## config.mk

```make
export PLATFORM = sky130hd
export DESIGN_NAME = pwm_capture
export DESIGN_NICKNAME = d
export VERILOG_FILES = /design/src/rtl/pwm_pkg.sv /design/src/rtl/pwm_duty_div.sv /design/src/rtl/pwm_capture.sv
export SDC_FILE = /design/constraint.sdc
export NUM_CORES = 1
export LEC_CHECK = 0
export ABC_AREA = 1
export CAP_MARGIN = 10
export CORE_MARGIN = 3
export CORE_UTILIZATION = 37
export CTS_CLUSTER_SIZE = 8
export DETAILED_ROUTE_END_ITERATION = 10
export PLACE_DENSITY = 0.61
export REMOVE_ABC_BUFFERS = 1
export SKIP_LAST_GASP = 1
export SLEW_MARGIN = 5
export SYNTH_ARGS = -nofsm -noshare
export SYNTH_HDL_FRONTEND = slang
export SYNTH_SLANG_ARGS = --single-unit
```

## constraint.sdc

```tcl
create_clock -name c100MHz -period 7.8 [get_ports c100MHz]
set_clock_uncertainty 0.1 [all_clocks]
set_input_delay 1.17 -clock c100MHz [delete_from_list [all_inputs] [get_ports c100MHz]]
set_output_delay 1.17 -clock c100MHz [all_outputs]
set_load 0.1 [all_outputs]
```

## src/rtl/pwm_pkg.sv

```systemverilog
// Shared types and constants for the PWM capture block.
package pwm_pkg;

    typedef enum logic [1:0] {
        WAIT_RISE,
        HIGH,
        LOW,
        STUCK
    } state_e;

    localparam int DUTY_W_DEF = 10;
    localparam int DUTY_FULL  = 1023;
    localparam int CLK_HZ     = 100_000_000;

endpackage

```

## src/rtl/pwm_duty_div.sv

```systemverilog
// Restoring divider yielding floor(num*2^QW/den); requires num < den.
// One quotient bit per cycle, done pulses QW+1 cycles after start.
module pwm_duty_div
    import pwm_pkg::*;
#(
    parameter int QW = DUTY_W_DEF,
    parameter int DW = 14
) (
    input  logic          clk_i,
    input  logic          rst_i,
    input  logic          start_i,
    input  logic          abort_i,
    input  logic [DW-1:0] num_i,
    input  logic [DW-1:0] den_i,
    output logic          busy_o,
    output logic          done_o,
    output logic [QW-1:0] quot_o
);

    localparam int CW = $clog2(QW + 1);

    logic [DW-1:0] rem_q, rem_d;
    logic [DW-1:0] den_q, den_d;
    logic [QW-1:0] quot_q, quot_d;
    logic [CW-1:0] cnt_q, cnt_d;
    logic          busy_q, busy_d;
    logic          done_q, done_d;
    logic [DW:0]   sh;
    logic [DW-1:0] diff;

    always_comb begin
        rem_d  = rem_q;
        den_d  = den_q;
        quot_d = quot_q;
        cnt_d  = cnt_q;
        busy_d = busy_q;
        done_d = 1'b0;
        sh     = {rem_q, 1'b0};
        diff   = sh[DW-1:0] - den_q;
        if (abort_i) begin
            busy_d = 1'b0;
            cnt_d  = '0;
        end else if (start_i && !busy_q) begin
            rem_d  = num_i;
            den_d  = den_i;
            quot_d = '0;
            cnt_d  = CW'(QW);
            busy_d = 1'b1;
        end else if (busy_q) begin
            if (cnt_q != '0) begin
                // remainder stays below den, so the low DW bits of the
                // difference are exact whenever the subtraction is taken
                if (sh >= {1'b0, den_q}) begin
                    rem_d  = diff;
                    quot_d = {quot_q[QW-2:0], 1'b1};
                end else begin
                    rem_d  = sh[DW-1:0];
                    quot_d = {quot_q[QW-2:0], 1'b0};
                end
                cnt_d = cnt_q - 1'b1;
            end else begin
                done_d = 1'b1;
                busy_d = 1'b0;
            end
        end
    end

    always_ff @(posedge clk_i or posedge rst_i) begin
        if (rst_i) begin
            rem_q  <= '0;
            den_q  <= '0;
            quot_q <= '0;
            cnt_q  <= '0;
            busy_q <= 1'b0;
            done_q <= 1'b0;
        end else begin
            rem_q  <= rem_d;
            den_q  <= den_d;
            quot_q <= quot_d;
            cnt_q  <= cnt_d;
            busy_q <= busy_d;
            done_q <= done_d;
        end
    end

    assign busy_o = busy_q;
    assign done_o = done_q;
    assign quot_o = quot_q;

endmodule

```

## src/rtl/pwm_capture.sv

```systemverilog
// PWM duty/period capture with stuck-line detection.
// Define PWM_CAPTURE_AVG_EN to report a 4-result moving average of duty.
module pwm_capture
    import pwm_pkg::*;
#(
    parameter int DUTY_W         = DUTY_W_DEF,
    parameter int MAX_PERIOD_CYC = 8192,
    parameter int CNT_W          = 14,
    parameter int SYNC_STAGES    = 2
) (
    input  logic              c100MHz,
    input  logic              rst,
    input  logic              pwm_in,
    output logic [DUTY_W-1:0] duty,
    output logic [CNT_W-1:0]  period,
    output logic              duty_valid,
    output logic              stuck_hi,
    output logic              stuck_lo,
    output logic              overrun
);

    localparam logic [CNT_W-1:0] CNT_MAX = '1;
    localparam logic [CNT_W-1:0] TMO     = CNT_W'(MAX_PERIOD_CYC);
    localparam logic [CNT_W-1:0] ONE     = CNT_W'(1);

    state_e                 state_q, state_d;
    logic [SYNC_STAGES-1:0] sync_q;
    logic [SYNC_STAGES:0]   prime_q;
    logic                   s_prev_q;
    logic [CNT_W-1:0]       hi_q, hi_d, lo_q, lo_d;
    logic [CNT_W-1:0]       pend_q, pend_d;
    logic [DUTY_W-1:0]      duty_q, duty_d;
    logic [CNT_W-1:0]       period_q, period_d;
    logic                   dv_q, dv_d, ovr_q, ovr_d;
    logic                   sthi_q, sthi_d, stlo_q, stlo_d;

    logic              s, armed, rise, fall;
    logic [CNT_W-1:0]  hi_inc, lo_inc, p_sat;
    logic [CNT_W:0]    p_sum;
    logic              complete, tmo_hi, tmo_lo;
    logic              div_start, div_busy, div_done;
    logic [DUTY_W-1:0] div_quot;

`ifdef PWM_CAPTURE_AVG_EN
    logic [DUTY_W-1:0] hist_q [3];
    logic [DUTY_W-1:0] hist_d [3];
    logic [1:0]        navg_q, navg_d;
    logic [DUTY_W+1:0] avg_sum;
`endif

    // edges stay masked until the sync chain and s_prev hold real pin data
    assign s      = sync_q[SYNC_STAGES-1];
    assign armed  = prime_q[SYNC_STAGES];
    assign rise   = armed & s & ~s_prev_q;
    assign fall   = armed & ~s & s_prev_q;
    assign hi_inc = (hi_q == CNT_MAX) ? hi_q : hi_q + 1'b1;
    assign lo_inc = (lo_q == CNT_MAX) ? lo_q : lo_q + 1'b1;
    assign p_sum  = {1'b0, hi_q} + {1'b0, lo_q};
    assign p_sat  = p_sum[CNT_W] ? CNT_MAX : p_sum[CNT_W-1:0];

    always_comb begin
        state_d   = state_q;
        hi_d      = hi_q;
        lo_d      = lo_q;
        pend_d    = pend_q;
        duty_d    = duty_q;
        period_d  = period_q;
        dv_d      = 1'b0;
        ovr_d     = 1'b0;
        sthi_d    = sthi_q;
        stlo_d    = stlo_q;
        complete  = 1'b0;
        tmo_hi    = 1'b0;
        tmo_lo    = 1'b0;
        div_start = 1'b0;
`ifdef PWM_CAPTURE_AVG_EN
        hist_d  = hist_q;
        navg_d  = navg_q;
        avg_sum = {2'b00, div_quot} + {2'b00, hist_q[0]}
                + {2'b00, hist_q[1]} + {2'b00, hist_q[2]};
`endif

        if (div_done) begin
            period_d = pend_q;
`ifdef PWM_CAPTURE_AVG_EN
            hist_d[0] = div_quot;
            hist_d[1] = hist_q[0];
            hist_d[2] = hist_q[1];
            if (navg_q == 2'd3) begin
                duty_d = DUTY_W'(avg_sum >> 2);
                dv_d   = 1'b1;
            end else begin
                navg_d = navg_q + 1'b1;
            end
`else
            duty_d = div_quot;
            dv_d   = 1'b1;
`endif
        end

        unique case (state_q)
            WAIT_RISE: begin
                if (rise) begin
                    hi_d    = ONE;
                    state_d = HIGH;
                end else if (lo_q >= TMO) begin
                    tmo_lo = 1'b1;
                end else if (armed) begin
                    lo_d = s ? '0 : lo_inc;
                end
            end
            HIGH: begin
                if (fall) begin
                    lo_d    = ONE;
                    state_d = LOW;
                end else if (hi_q >= TMO) begin
                    tmo_hi = 1'b1;
                end else begin
                    hi_d = hi_inc;
                end
            end
            LOW: begin
                if (rise) begin
                    complete = 1'b1;
                    hi_d     = ONE;
                    state_d  = HIGH;
                end else if (lo_q >= TMO) begin
                    tmo_lo = 1'b1;
                end else begin
                    lo_d = lo_inc;
                end
            end
            STUCK: begin
                if (rise) begin
                    sthi_d  = 1'b0;
                    stlo_d  = 1'b0;
                    hi_d    = ONE;
                    state_d = HIGH;
                end else if (fall && sthi_q) begin
                    sthi_d  = 1'b0;
                    lo_d    = '0;
                    state_d = WAIT_RISE;
                end
            end
            default: state_d = WAIT_RISE;
        endcase

        if (complete) begin
            if (div_busy) begin
                ovr_d = 1'b1;
            end else begin
                div_start = 1'b1;
                pend_d    = p_sat;
            end
        end

        // a timeout overrides any divider result landing this cycle
        if (tmo_hi || tmo_lo) begin
            state_d  = STUCK;
            sthi_d   = tmo_hi;
            stlo_d   = tmo_lo;
            duty_d   = tmo_hi ? '1 : '0;
            period_d = '0;
            dv_d     = 1'b1;
`ifdef PWM_CAPTURE_AVG_EN
            navg_d = '0;
`endif
        end
    end

    always_ff @(posedge c100MHz or posedge rst) begin
        if (rst) begin
            state_q  <= WAIT_RISE;
            sync_q   <= '0;
            prime_q  <= '0;
            s_prev_q <= 1'b0;
            hi_q     <= '0;
            lo_q     <= '0;
            pend_q   <= '0;
            duty_q   <= '0;
            period_q <= '0;
            dv_q     <= 1'b0;
            ovr_q    <= 1'b0;
            sthi_q   <= 1'b0;
            stlo_q   <= 1'b0;
`ifdef PWM_CAPTURE_AVG_EN
            hist_q <= '{default: '0};
            navg_q <= '0;
`endif
        end else begin
            state_q  <= state_d;
            sync_q   <= {sync_q[SYNC_STAGES-2:0], pwm_in};
            prime_q  <= {prime_q[SYNC_STAGES-1:0], 1'b1};
            s_prev_q <= s;
            hi_q     <= hi_d;
            lo_q     <= lo_d;
            pend_q   <= pend_d;
            duty_q   <= duty_d;
            period_q <= period_d;
            dv_q     <= dv_d;
            ovr_q    <= ovr_d;
            sthi_q   <= sthi_d;
            stlo_q   <= stlo_d;
`ifdef PWM_CAPTURE_AVG_EN
            hist_q <= hist_d;
            navg_q <= navg_d;
`endif
        end
    end

    pwm_duty_div #(
        .QW(DUTY_W),
        .DW(CNT_W)
    ) u_div (
        .clk_i  (c100MHz),
        .rst_i  (rst),
        .start_i(div_start),
        .abort_i(tmo_hi | tmo_lo),
        .num_i  (hi_q),
        .den_i  (p_sat),
        .busy_o (div_busy),
        .done_o (div_done),
        .quot_o (div_quot)
    );

    assign duty       = duty_q;
    assign period     = period_q;
    assign duty_valid = dv_q;
    assign stuck_hi   = sthi_q;
    assign stuck_lo   = stlo_q;
    assign overrun    = ovr_q;

endmodule

```

==> results.cfg, run 1 <==
[flow_run]
maxCapViolCount = 0

[worst_setup_path]
cp.required_ps = 6530
crit_fanout = 2
end_kind = primary output
cp_top_family = buffers and inverters
critPathSlowestCell = clkdlybuf4s50_1
slowest_delay_ps = 1150
startpoint_type = flop
crit_type = reg2out
critical_path_buf_inv_count = 1
cp.arrival_ps = 1940
cp_cell_sequence = clkdlybuf4s50_1

[sta]
tns_ps = 0
rsz0062_at_grt = no
worst_pin_slew_ps = 982
setup_viol = 0
fin_crit_ps = 3210
relSlewSlack_pct = 34.3
finalHoldViolCount = 0
period_share_pct = 41.1
slew_viol_final = 0
clock.fmax_ghz = 0.312

[floorplan]
die_y_um = 146
die-area_mm2 = 0.0214
core_area_mm2 = 0.0190
ios = 31
num_rows = 50
initial_utilization_pct = 38.4
die_w_um = 146

[synth]
synth_ff_type = dfrtp_1
syn_inst = 963
synth_edf_count = 0
synth_seq_cells = 122
synth_warnings = 0
ys_seq_area_share_pct = 41.9
synth_area_mm2 = 0.00729
netlist-cell-type-count = 44
syn_area_per_cell_um2 = 7.57
async_flop_share_pct = 100

[global_route]
grt_first_pass_wirelength_um = 29800
antenna_found_initial = 0
gr-total-overflow = 0
grt_max_degree = 76
grt_usage_pct = 17.0
grt_pass1_vias = 5735

[power_and_ir_drop]
max-vdd-ir-drop_mv = 0.145
p_per_area_mw_per_mm2 = 362
finalPower_uw = 3040
leakage_uw = 0.00429

[drt]
wl_met3_um = 631
wire_per_inst_um = 13.8
drtIter0Drc = 472
wl_um = 17500
via_per_inst = 4.95
vias = 6261
top_layer = met4
wl_met1_um = 8970
first_pass_iters = 5
route.met2.wl_um = 7640
drc = 0
ant_nets = 0

[status]
status = finished clean

[placement]
gp_congestion = 0.908
place_hpwl_um = 13100
post_dp_cell_area_mm2 = 0.00779
io_buffers = 30

[cells_and_area]
fillCellCount = 1915
syn2layout_area_growth_pct = 15.1
design_area_mm2 = 0.00840
multi_input_area_mm2 = 0.00357
regArea_mm2 = 0.00305
layout-drive-gt1-share_pct = 7.17
final_nets = 1029
n_antenna_cell = 0

[cts]
htree_levels = 4
postCtsSetupBuffers = 0
cts-buffers-inserted = 17
hold_buffers = 0
cts_resized = 0
clk_path_buf_depth = 2
path_clk_slew_ps = 70
insertion_delay_ps = 420
cts_tree = yes
ctsRootBufferMaster = clkbuf_16
cts_sinks = 122

[worst_hold_path]
min_path_type = reg2reg
-- report_power, final --
group / leakage, uW / switching, uW / internal [uW] / total (uW)
logic: 0.00235 / 928 / 428 / 1360
registers: 0.00164 / 113 / 763 / 876
clock network: 0.000295 / 322 / 484 / 806
-- path summary, 6_finish.rpt --
kind / from / endpoint / slack, ps / cells past startpoint
min: prime_q[0] / prime_q[1] / 250 / 0
max reg2reg: u_div.rem_q[1] / u_div.rem_q[9] / 5030 / 13
min in group asynchronous: rst / stuck_lo / 1080 / 2
max in group asynchronous: rst / period[0] / 5170 / 3
max: duty[1] / duty[1] / 4590 / 1
min reg2reg: prime_q[0] / prime_q[1] / 250 / 0
-- area by class of cell --
| type | count | share of cell area, % |
|---|---|---|
| Clock buffer | 17 | 5.07 |
| Multi-Input combinational cell | 683 | 42.6 |
| Clock inverter | 15 | 2.15 |
| Tap cell | 260 | 3.87 |
| Inverter | 133 | 6.06 |
| Sequential cell | 122 | 36.4 |
| Timing Repair Buffer | 34 | 3.93 |
-- synthesized netlist by cell type, drive strengths merged, types with 5 or more instances --
cell type,n,area (um^2)
ha,33,413
xnor2,5,43.8
nand2,284,1090
inv,130,490
nand4,29,181
o31ai,5,62.6
o21ai,60,300
nor3,18,95.1
a21oi,39,195
clkbuf,8,30.0
o22ai,11,68.8
dfrtp,122,3050
a31oi,9,56.3
nor2,71,324
buf,17,130
xor2,14,123
nand3,84,443
-- flip-flops by register name, indices dropped and copies added (netlist names) --
name,count
stuck_hi,1
period,14
duty,10
u_div.den_q,14
duty_valid,1
u_div.cnt_q,4
u_div.done_o,1
pend_q,14
lo_q,14
hi_q,14
u_div.quot_o,10
stuck_lo,1
sync_q,2
s_prev_q,1
prime_q,3
overrun,1
u_div.rem_q,14
state_q,2
u_div.busy_o,1
-- routing by layer --
| metal | vias up | track usage, % |
|---|---|---|
| met2 | 139 | 24.9 |
| met4 | 0 | 4.66 |
| li1 | 3204 | - |
| met3 | 17 | 3.38 |
| met5 | - | 0 |
| met1 | 2901 | 25.6 |
-- cell usage in the layout (no fill, tap or decap), types with 11 or more instances in the layout --
cell,synthesis,layout
inv_1,120,119
o21ai_0,52,52
clkdlybuf4s50_1,0,30
ha_1,33,33
nor2_1,61,61
dfrtp_1,122,122
a21oi_1,39,39
nand2_1,279,279
xor2_1,14,14
nor3_1,17,17
clkbuf_16,0,17
nand3_1,81,81
nand4_1,29,29
o22ai_1,11,11
-- kinds of logic after synthesis --
kind of cell,share of synthesized area (%)
AOI/OAI and AO/OA,10.7
DFF,41.9
adders and majority gates,6.21
and+or+nand+nor,29.8
xor gates and xnor gates,2.28
buffers and inverters,9.14
other,0.0514
-- stage by stage --
stage	worst slack, ps	hold slack (ps)	utilization (%)	instances
2_1_floorplan	3290	231	-	938
3_3_place_gp	4610	232	41.0	1232
3_5_place_dp	4610	236	41.0	1232
4_1_cts	4570	250	44.2	1264
5_1_grt	4540	260	44.2	1264
6_report	4590	247	44.2	1264
No activity file was read; power rests on OpenSTA's default activity.
==> inputs of run 2 (changes only) <==
==> constraint.sdc (replaced) <==
create_clock -name c100MHz -period 3.25 [get_ports c100MHz]
set_clock_uncertainty 0.1 [all_clocks]
set_input_delay 0.4875 -clock c100MHz [delete_from_list [all_inputs] [get_ports c100MHz]]
set_output_delay 0.4875 -clock c100MHz [all_outputs]
set_load 0.1 [all_outputs]
==> run 2 against run 1 <==
  * Sequential cell count is the same
  * Worst hold slack gained 2.1 ps
  * Global-route usage up 0.66 points
==> results.cfg, run 2 (same netlist as run 1, synthesis figures left out) <==
[drt]
first_pass_iters = 5
ant_nets = 0
wire_per_inst_um = 14.6
drtIter0Drc = 391
via_per_inst = 4.93
wl_um = 18600
vias = 6261
drc = 0

[sta]
fin_crit_ps = 2560
fin_ws_ps = 694
relSlewSlack_pct = 52.9
hold-worst-slack_ps = 250
slew_viol_final = 0
rsz0062_at_grt = no
setup_viol = 0
worst_pin_slew_ps = 706
clock.fmax_ghz = 0.391
period_share_pct = 78.6
finalHoldViolCount = 0

[floorplan]
ios = 31
core_area_mm2 = 0.0190
num_rows = 50
die_w_um = 146
initial_utilization_pct = 38.4
die-area_mm2 = 0.0214
die_y_um = 146

[placement]
io_buffers = 30
place_hpwl_um = 13800
dp_slack_ps = 697
gp_congestion = 0.915

[power_and_ir_drop]
p_per_area_mw_per_mm2 = 874
max-vdd-ir-drop_mv = 0.358
leakage_uw = 0.00438

[worst_setup_path]
slowest_delay_ps = 430
critPathSlowestCell = dfrtp_1
end_kind = flop
cp.required_ps = 3450
crit_type = reg2reg
crit_fanout = 30
cp_cell_sequence = nand3_2 > inv_1 > nor2_1 > nand2_2 > nand2_4 > nor2_2 > buf_4 > inv_2 > nor2_2 > inv_2 > o22ai_1
critical_path_buf_inv_count = 4
startpoint_type = flop
cp_top_family = simple AND/OR/NAND/NOR gates
cp.arrival_ps = 2760

[cells_and_area]
syn2layout_area_growth_pct = 15.0
final_nets = 1035
final_cell_mix = nand2_1, dfrtp_1, inv_1
final_common_cell = nand2_1
layout-drive-gt1-share_pct = 10.5
n_antenna_cell = 0
postLayoutCoreUtil_pct = 44.1

[cts]
clk_path_buf_depth = 2
cts_sinks = 122
htree_levels = 4
cts_tree = yes
ctsRootBufferMaster = clkbuf_16
path_clk_slew_ps = 60
cts-buffers-inserted = 17
hold_buffers = 0
insertion_delay_ps = 420
postCtsSetupBuffers = 0
cts_resized = 0

[global_route]
grt_pass1_vias = 5962
gr-total-overflow = 0
grt_first_pass_wirelength_um = 31000
antenna_found_initial = 0
grt_usage_pct = 17.7
grt_max_degree = 123

[worst_hold_path]
min_path_type = reg2reg

[status]
status = finished clean

[flow_run]
maxCapViolCount = 0
[run 2: worst paths after layout]
check	start	to	slack, ps	cells past startpoint
setup / recovery	sync_q[1]	u_div.quot_o[7]	690	11
hold / removal	prime_q[1]	prime_q[2]	250	0
setup reg to reg	sync_q[1]	u_div.quot_o[7]	690	11
hold reg to reg	prime_q[1]	prime_q[2]	250	0
max in group asynchronous	rst	hi_q[7]	2080	3
min in group asynchronous	rst	stuck_lo	480	3
[run 2: stage by stage]
step / power [uW] / cells / cell area (um^2) / TNS (ps)
floorplan: 4580 / 938 / 7130 / -70760
global placement: 5410 / 1237 / 7770 / 0
detailed placement: 5440 / 1238 / 7800 / 0
CTS: 7370 / 1270 / 8390 / 0
global route: 7900 / 1270 / 8390 / 0
finish: 7330 / 1270 / 8390 / 0
[run 2: per-layer routing]
layer / routed length [um] / track usage [%] / vias up
li1: - / - / 3217
met5: 0 / 0 / -
met4: 342 / 4.99 / 0
met2: 8190 / 27.2 / 116
met1: 9420 / 25.6 / 2904
met3: 643 / 3.23 / 24
[run 2: where the power goes]
part / leakage, uW / internal [uW] / switching, uW
clock network: 0.000288 / 1100 / 784
registers: 0.00164 / 1830 / 260
logic: 0.00245 / 1040 / 2310
[run 2: cell type report]
class	instances	area, um^2
Clock buffer	18	439
Clock inverter	14	148
Fill cell	1940	10600
Inverter	133	509
Multi-Input combinational cell	683	3570
Sequential cell	122	3050
Tap cell	260	325
Timing Repair Buffer	40	338
